**src/rtl/trap_ctrl.sv**
```systemverilog
// Trap initiator for the M-mode CSR file: selects exceptions, mret and the external interrupt,
// pulses the CSR trap-update inputs and redirects fetch. Optional macro: TRAP_VECTORED_EN.
module trap_ctrl #(
  parameter int unsigned SYNC_STAGES = 2,
  parameter int unsigned INT_CODE    = 11
) (
  input  logic        clk,
  input  logic        rst,
  input  logic        wb_valid,
  input  logic        exc_illegal,
  input  logic        exc_ecall,
  input  logic        exc_lfault,
  input  logic        exc_sfault,
  input  logic        is_mret_wb,
  input  logic        ext_int,
  input  logic [31:0] pc_wb,
  input  logic [31:0] inst_wb,
  input  logic [31:0] fault_addr,
  input  logic [31:0] mstatus,
  input  logic [31:0] mtvec,
  input  logic [31:0] mepc_i,
  output logic        wb_kill,
  output logic        is_trap,
  output logic        is_mret,
  output logic [31:0] mepc,
  output logic [31:0] mcause,
  output logic [31:0] mtval,
  output logic        redirect,
  output logic [31:0] redirect_pc,
  output logic        flush_all,
  output logic        busy
);

  typedef enum logic [1:0] {IDLE, TRAP, MRET, REDIR} state_t;

  state_t                 state;
  logic [SYNC_STAGES-1:0] sync;
  logic                   int_pend;
  logic                   exc_any;
  logic                   eval;
  logic                   trap_sel;
  logic                   mret_sel;
  logic [31:0]            cause_sel;
  logic [31:0]            tval_sel;
  logic [31:0]            base;
  logic [31:0]            target;
  logic                   unused_ok;

  assign int_pend = sync[SYNC_STAGES-1] & mstatus[3];
  assign exc_any  = exc_illegal | exc_ecall | exc_lfault | exc_sfault;
  assign eval     = (state == IDLE) & wb_valid;
  // mret outranks the interrupt, so an interrupt only traps when no mret is present
  assign trap_sel = eval & (exc_any | (~is_mret_wb & int_pend));
  assign mret_sel = eval & ~exc_any & is_mret_wb;
  assign wb_kill  = trap_sel;
  assign busy     = (state != IDLE);
  assign base     = {mtvec[31:2], 2'b00};

`ifdef TRAP_VECTORED_EN
  // mcause[31] still marks the trap kind while in TRAP
  assign target    = ((mtvec[1:0] == 2'b01) && mcause[31]) ? base + 32'(INT_CODE * 4) : base;
  assign unused_ok = ^{mstatus[31:4], mstatus[2:0]};
`else
  assign target    = base;
  assign unused_ok = ^{mstatus[31:4], mstatus[2:0], mtvec[1:0]};
`endif

  // Cause and trap value, highest-priority exception first
  always_comb begin
    cause_sel = {1'b1, 31'(INT_CODE)};
    tval_sel  = 32'd0;
    if (exc_illegal) begin
      cause_sel = 32'd2;
      tval_sel  = inst_wb;
    end else if (exc_ecall) begin
      cause_sel = 32'd11;
    end else if (exc_lfault) begin
      cause_sel = 32'd5;
      tval_sel  = fault_addr;
    end else if (exc_sfault) begin
      cause_sel = 32'd7;
      tval_sel  = fault_addr;
    end
  end

  always_ff @(posedge clk or posedge rst) begin
    if (rst) begin
      state       <= IDLE;
      sync        <= '0;
      is_trap     <= 1'b0;
      is_mret     <= 1'b0;
      mepc        <= 32'd0;
      mcause      <= 32'd0;
      mtval       <= 32'd0;
      redirect    <= 1'b0;
      redirect_pc <= 32'd0;
      flush_all   <= 1'b0;
    end else begin
      sync <= {sync[SYNC_STAGES-2:0], ext_int};
      case (state)
        IDLE: begin
          if (trap_sel) begin
            state     <= TRAP;
            is_trap   <= 1'b1;
            flush_all <= 1'b1;
            mepc      <= pc_wb;
            mcause    <= cause_sel;
            mtval     <= tval_sel;
          end else if (mret_sel) begin
            state     <= MRET;
            is_mret   <= 1'b1;
            flush_all <= 1'b1;
            mepc      <= mepc_i;
          end
        end
        TRAP: begin
          state       <= REDIR;
          is_trap     <= 1'b0;
          redirect    <= 1'b1;
          redirect_pc <= target;
        end
        MRET: begin
          state       <= REDIR;
          is_mret     <= 1'b0;
          redirect    <= 1'b1;
          redirect_pc <= mepc_i;
        end
        default: begin
          state     <= IDLE;
          redirect  <= 1'b0;
          flush_all <= 1'b0;
        end
      endcase
    end
  end

endmodule

```
**config.mk**
```make
export PLATFORM = sky130hd
export DESIGN_NAME = trap_ctrl
export DESIGN_NICKNAME = d
export VERILOG_FILES = /design/src/rtl/trap_ctrl.sv
export SDC_FILE = /design/constraint.sdc
export NUM_CORES = 1
export LEC_CHECK = 0
export CAP_MARGIN = 20
export CORE_AREA = 2 2 131 133
export CTS_CLUSTER_DIAMETER = 200
export DETAILED_ROUTE_END_ITERATION = 10
export DIE_AREA = 0 0 133 135
export PLACE_DENSITY = 0.7
export SYNTH_ARGS = -nofsm -noshare
export SYNTH_HDL_FRONTEND = slang
export SYNTH_SLANG_ARGS = --single-unit
```
**constraint.sdc**
```tcl
create_clock -name clk -period 9.29 [get_ports clk]
set_clock_uncertainty 0.05 [all_clocks]
set_input_delay 2.3225 -clock clk [delete_from_list [all_inputs] [get_ports clk]]
set_output_delay 2.3225 -clock clk [all_outputs]
set_load 0.03 [all_outputs]
```
# After elaboration in Yosys (flattened, before gate mapping)
# Cells that the tools add are included.
dict set report totals {
  inputBits 201
  regBits 136
  output_inout_bits 134
}
dict set report classes {
  n_bitwise 13
  n_mux 22
  eq_ne 6
  n_reduce_logical 12
}
# operator count
set ops {}
lappend ops {{32-bit 2-to-1 mux} 10}
lappend ops {{32-bit case mux with 2 select lines} 1}
lappend ops {{2-bit nonzero test} 5}
lappend ops {{1-bit case mux with 2 select lines} 4}
lappend ops {{2-bit AND reduction} 4}
lappend ops {{1-bit bitwise AND} 6}
lappend ops {{2-bit inequality test (second input constant)} 3}
lappend ops {{1-bit 2-to-1 mux} 4}
lappend ops {{2-bit 2-to-1 mux} 2}
lappend ops {{1-bit bitwise OR} 4}
lappend ops {{2-bit case mux with 2 select lines} 1}
lappend ops {{3-bit inequality test (second input constant)} 1}
lappend ops {{1-bit NOT} 3}
lappend ops {{3-bit AND reduction} 1}
lappend ops {{2-bit by 1-bit == test with 1-bit output (second input constant)} 1}
lappend ops {{2-bit == test (second input constant)} 1}
lappend ops {{2-bit zero test} 1}
lappend ops {{2-bit OR reduction} 1}

# Logic depth before layout (Yosys ltp)
dict set report depth {
  word_depth 9
  mapped_depth 8
}

# Least setup slack after synthesis
# No wires, ideal clock.
dict set report synth_timing {
  kind {in2out}
  start {in exc_illegal}
  end {out wb_kill}
  path_slack_ps 3574
  arrival_ps 3343
  path_buffers 2
  cell_stages 5
  required_time_ps 6918
  cell_sequence {buf_6 > nor4_4 > a21o_1 > inv_2 > clkbuf_1}
}
dict set report synth_between {
  elab_chain_len 5
}
# element line_no
set synth_lines {}
lappend synth_lines {{start: declaration} 10} ;# input logic exc_illegal,
lappend synth_lines {{1-bit bitwise OR (3 in a row)} 50} ;# assign exc_any = exc_illegal | exc_ecall | exc_lfault | exc_sfault;
lappend synth_lines {{1-bit bitwise OR} 53} ;# assign trap_sel = eval & (exc_any | (~is_mret_wb & int_pend));
lappend synth_lines {{1-bit bitwise AND} 53}
lappend synth_lines {{end: declaration} 22} ;# output logic wb_kill,
# Every way passes these cells.

# Final worst setup path
# Ends and elaborated chain as after synthesis.

==> metrics <==
status completed; Logic pwr share 0.568; via count 4595; Crit Path Category in -> out; Max transition margin 0.445; CTS tree built; cell with the most instances after synthesis dfrtp_1; I/O pin count 335; CTS Buffer Depth 2; unrepaired setup endpoints after global routing false; cell mode on critical path clkdlybuf4s50_1; Reg-to-Reg End mepc[26]; post-route core utilization 0.497; Slowest-stage cell, CP clkdlybuf4s50_1; GRT Overall Usage 0.176; Remaining Overflow, GRT 0; IO buf count 274; worst setup margin 2.66 ns; Post-Synthesis Cells 506; Worst Tran Pin Value 0.833 ns; final worst-path cycle share 0.714; Worst R2R Setup Slack 6.98 ns; core area 16400 um2; Final min period 6.63 ns; Primary FF master, synth dfrtp_1; HPWL after detailed placement 11.3 mm; fin. max-slew vios 0; Avg Inst Size Synth 9.93 um2; P per Cell Area 354 nW/um2; net switching power 1.27 mW; # Max-Cap Violations 0; Placement Setup Slack 2.65 ns; Flop pwr share 0.287; worst r2r src state[0]; die width 133 um; Setup crit end wb_kill; global-route wire length before repair 24.6 mm; total number of H-tree levels 3; CP arrival 4.26 ns; WP data required 6.92 ns; post-route ant nets 0; top cells by count, synth 109 x dfrtp_1, 100 x nor2_1, 69 x nand2_1; worst-path fanout max 37; DR vias/cell 4.66; Setup crit start kind input port; Routed WL 15.6 mm; Root Buffer clkbuf_16; Post-CTS Hold Buffers 0; largest net degree at the start of global routing 72; Setup TNS 0 ns; flops & latches, synth 109; routability cong. 0.748; drt pass-1 iters 4; sequential area share after synthesis 0.543; Net Sw Frac 0.439; die area 18000 um2; # rows 47; per-cell routed wire length 15.8 um; internal power 1.62 mW; Clock power frac 0.146; DR iter-0 viols 137; number of global-route vias before repair 4669; Design Power 2.89 mW; antenna violations before repair 0; CTS Buf Count 9; PostCTS Resize Cnt 0; post-synth top area share 0.543; largest area contributor in the synthesized netlist dfrtp_1; Post-CTS Setup Inserts 0; HP Class reg -> reg; Post-synth ARST share 1.00; Residual DRC 0; Final Hold Fails 0; Post-synth EDFFs 0; Post-Syn Area 5020 um2; share of layout cells above drive strength 1 0.0431; clock-pin slew on the worst setup and hold paths 0.07 ns; P_leak 3.43 nW; clk sinks 109; # setup viols final 0; crit path from exc_illegal; Worst R2R Path Depth 8; Die Ht 135 um; crit path cell chain clkdlybuf4s50_1, buf_4, nor4_4, a21o_1, inv_2, clkdlybuf4s50_1; Initial Util 0.306; Worst path max stage delay 0.58 ns; worst vdd ir 0.141 mV; ant diodes 0; Netlist cell types 34; yosys warns 0; area grow syn2layout 62.3%; Area contributors post-synth dfrtp_1 54%, nor2_1 7.5%, mux2i_1 6.2%; worst skew pair latency 0.34 ns; Final nets 967; Fmax achieved 151 MHz; Setup crit end kind output pin
## cells in the final DEF (no fill, tap or decap)
cell type,instances
a21oi_1,32
mux2i_1,31
nand3b_1,1
a21o_1,1
inv_1,8
o21ai_1,1
mux2_2,1
buf_4,8
a21oi_2,1
nand3_1,2
o211ai_1,1
clkbuf_8,2
o21ai_0,3
nor3_2,1
clkbuf_16,9
o22a_1,2
clkbuf_1,1
ha_2,2
inv_2,1
nand2_1,69
a31oi_1,1
ha_1,2
inv_4,1
bufinv_16,2
nor2_1,100
a221oi_1,32
conb_1,27
dfrtp_1,109
nor3b_4,1
nor4_4,1
a22oi_1,32
clkdlybuf4s50_1,274
o31ai_1,1
a31o_2,2
a311oi_1,1
o32ai_1,1
clkinv_4,1
a32o_1,1
## flip-flops by register name (all words and copies together), names as in the netlist
| name | cells |
|---|---|
| sync | 2 |
| state | 2 |
| flush_all | 1 |
| mtval | 32 |
| mcause | 5 |
| mepc | 32 |
| is_trap | 1 |
| redirect_pc | 32 |
| is_mret | 1 |
| redirect | 1 |
## logic make-up after synthesis
logic type / after synthesis / share of synthesized area
AOI/OAI and AO/OA: 112 / 0.159
adders and majority gates: 4 / 0.00997
buffers and inverters: 73 / 0.0840
DFF: 109 / 0.543
muxes: 32 / 0.0640
other: 1 / 0.000747
and+or+nand+nor: 175 / 0.139
## worst min-delay path by stage
stage,start,to,cells past startpoint
after detailed placement,sync[0],sync[1],0
after global placement,sync[0],sync[1],0
final,sync[0],sync[1],0
after CTS,sync[0],sync[1],0
after global routing,sync[0],sync[1],0
after floorplan,sync[0],sync[1],0
## power by group through the flow
stage / combinational (mW) / clock, mW / sequential [mW]
6_report: 1.64 / 0.420 / 0.828
5_1_grt: 1.77 / 0.451 / 0.860
4_1_cts: 1.66 / 0.437 / 0.830
3_5_place_dp: 1.66 / 0 / 0.837
3_3_place_gp: 1.64 / 0 / 0.826
2_1_floorplan: 0.542 / 0 / 1.27
## cell type report
type / count / area [um2]
fill: 1527 / 8260
timing repair buffer: 282 / 2800
sequential: 109 / 2730
multi-input combinational: 350 / 1980
tap: 220 / 275
clock buffer: 12 / 256
clock inverter: 3 / 68.8
inverter: 10 / 40.0
## routing by layer
layer / GRT usage / up-vias / part of all wire
li1: - / 2219 / -
met1: 0.206 / 2142 / 0.40
met2: 0.305 / 221 / 0.49
met3: 0.0668 / 13 / 0.098
met4: 0.0430 / 0 / 0.012
met5: 0 / - / 0
## worst max-delay path: cells and delay by family
kind | cells | cell delay, ns
buffers and inverters | 4 | 1.27
and+or+nand+nor | 1 | 0.45
AOI/OAI and AO/OA | 1 | 0.21
## metrics by stage
step	area (um2)	std cells	hold WS (ns)
after global placement	7830	971	0.286
final	8150	986	0.302
after detailed placement	7830	971	0.288
after global routing	8150	986	0.323
after floorplan	5120	532	0.281
after CTS	8150	986	0.304
(Power assumes the default switching activity.)
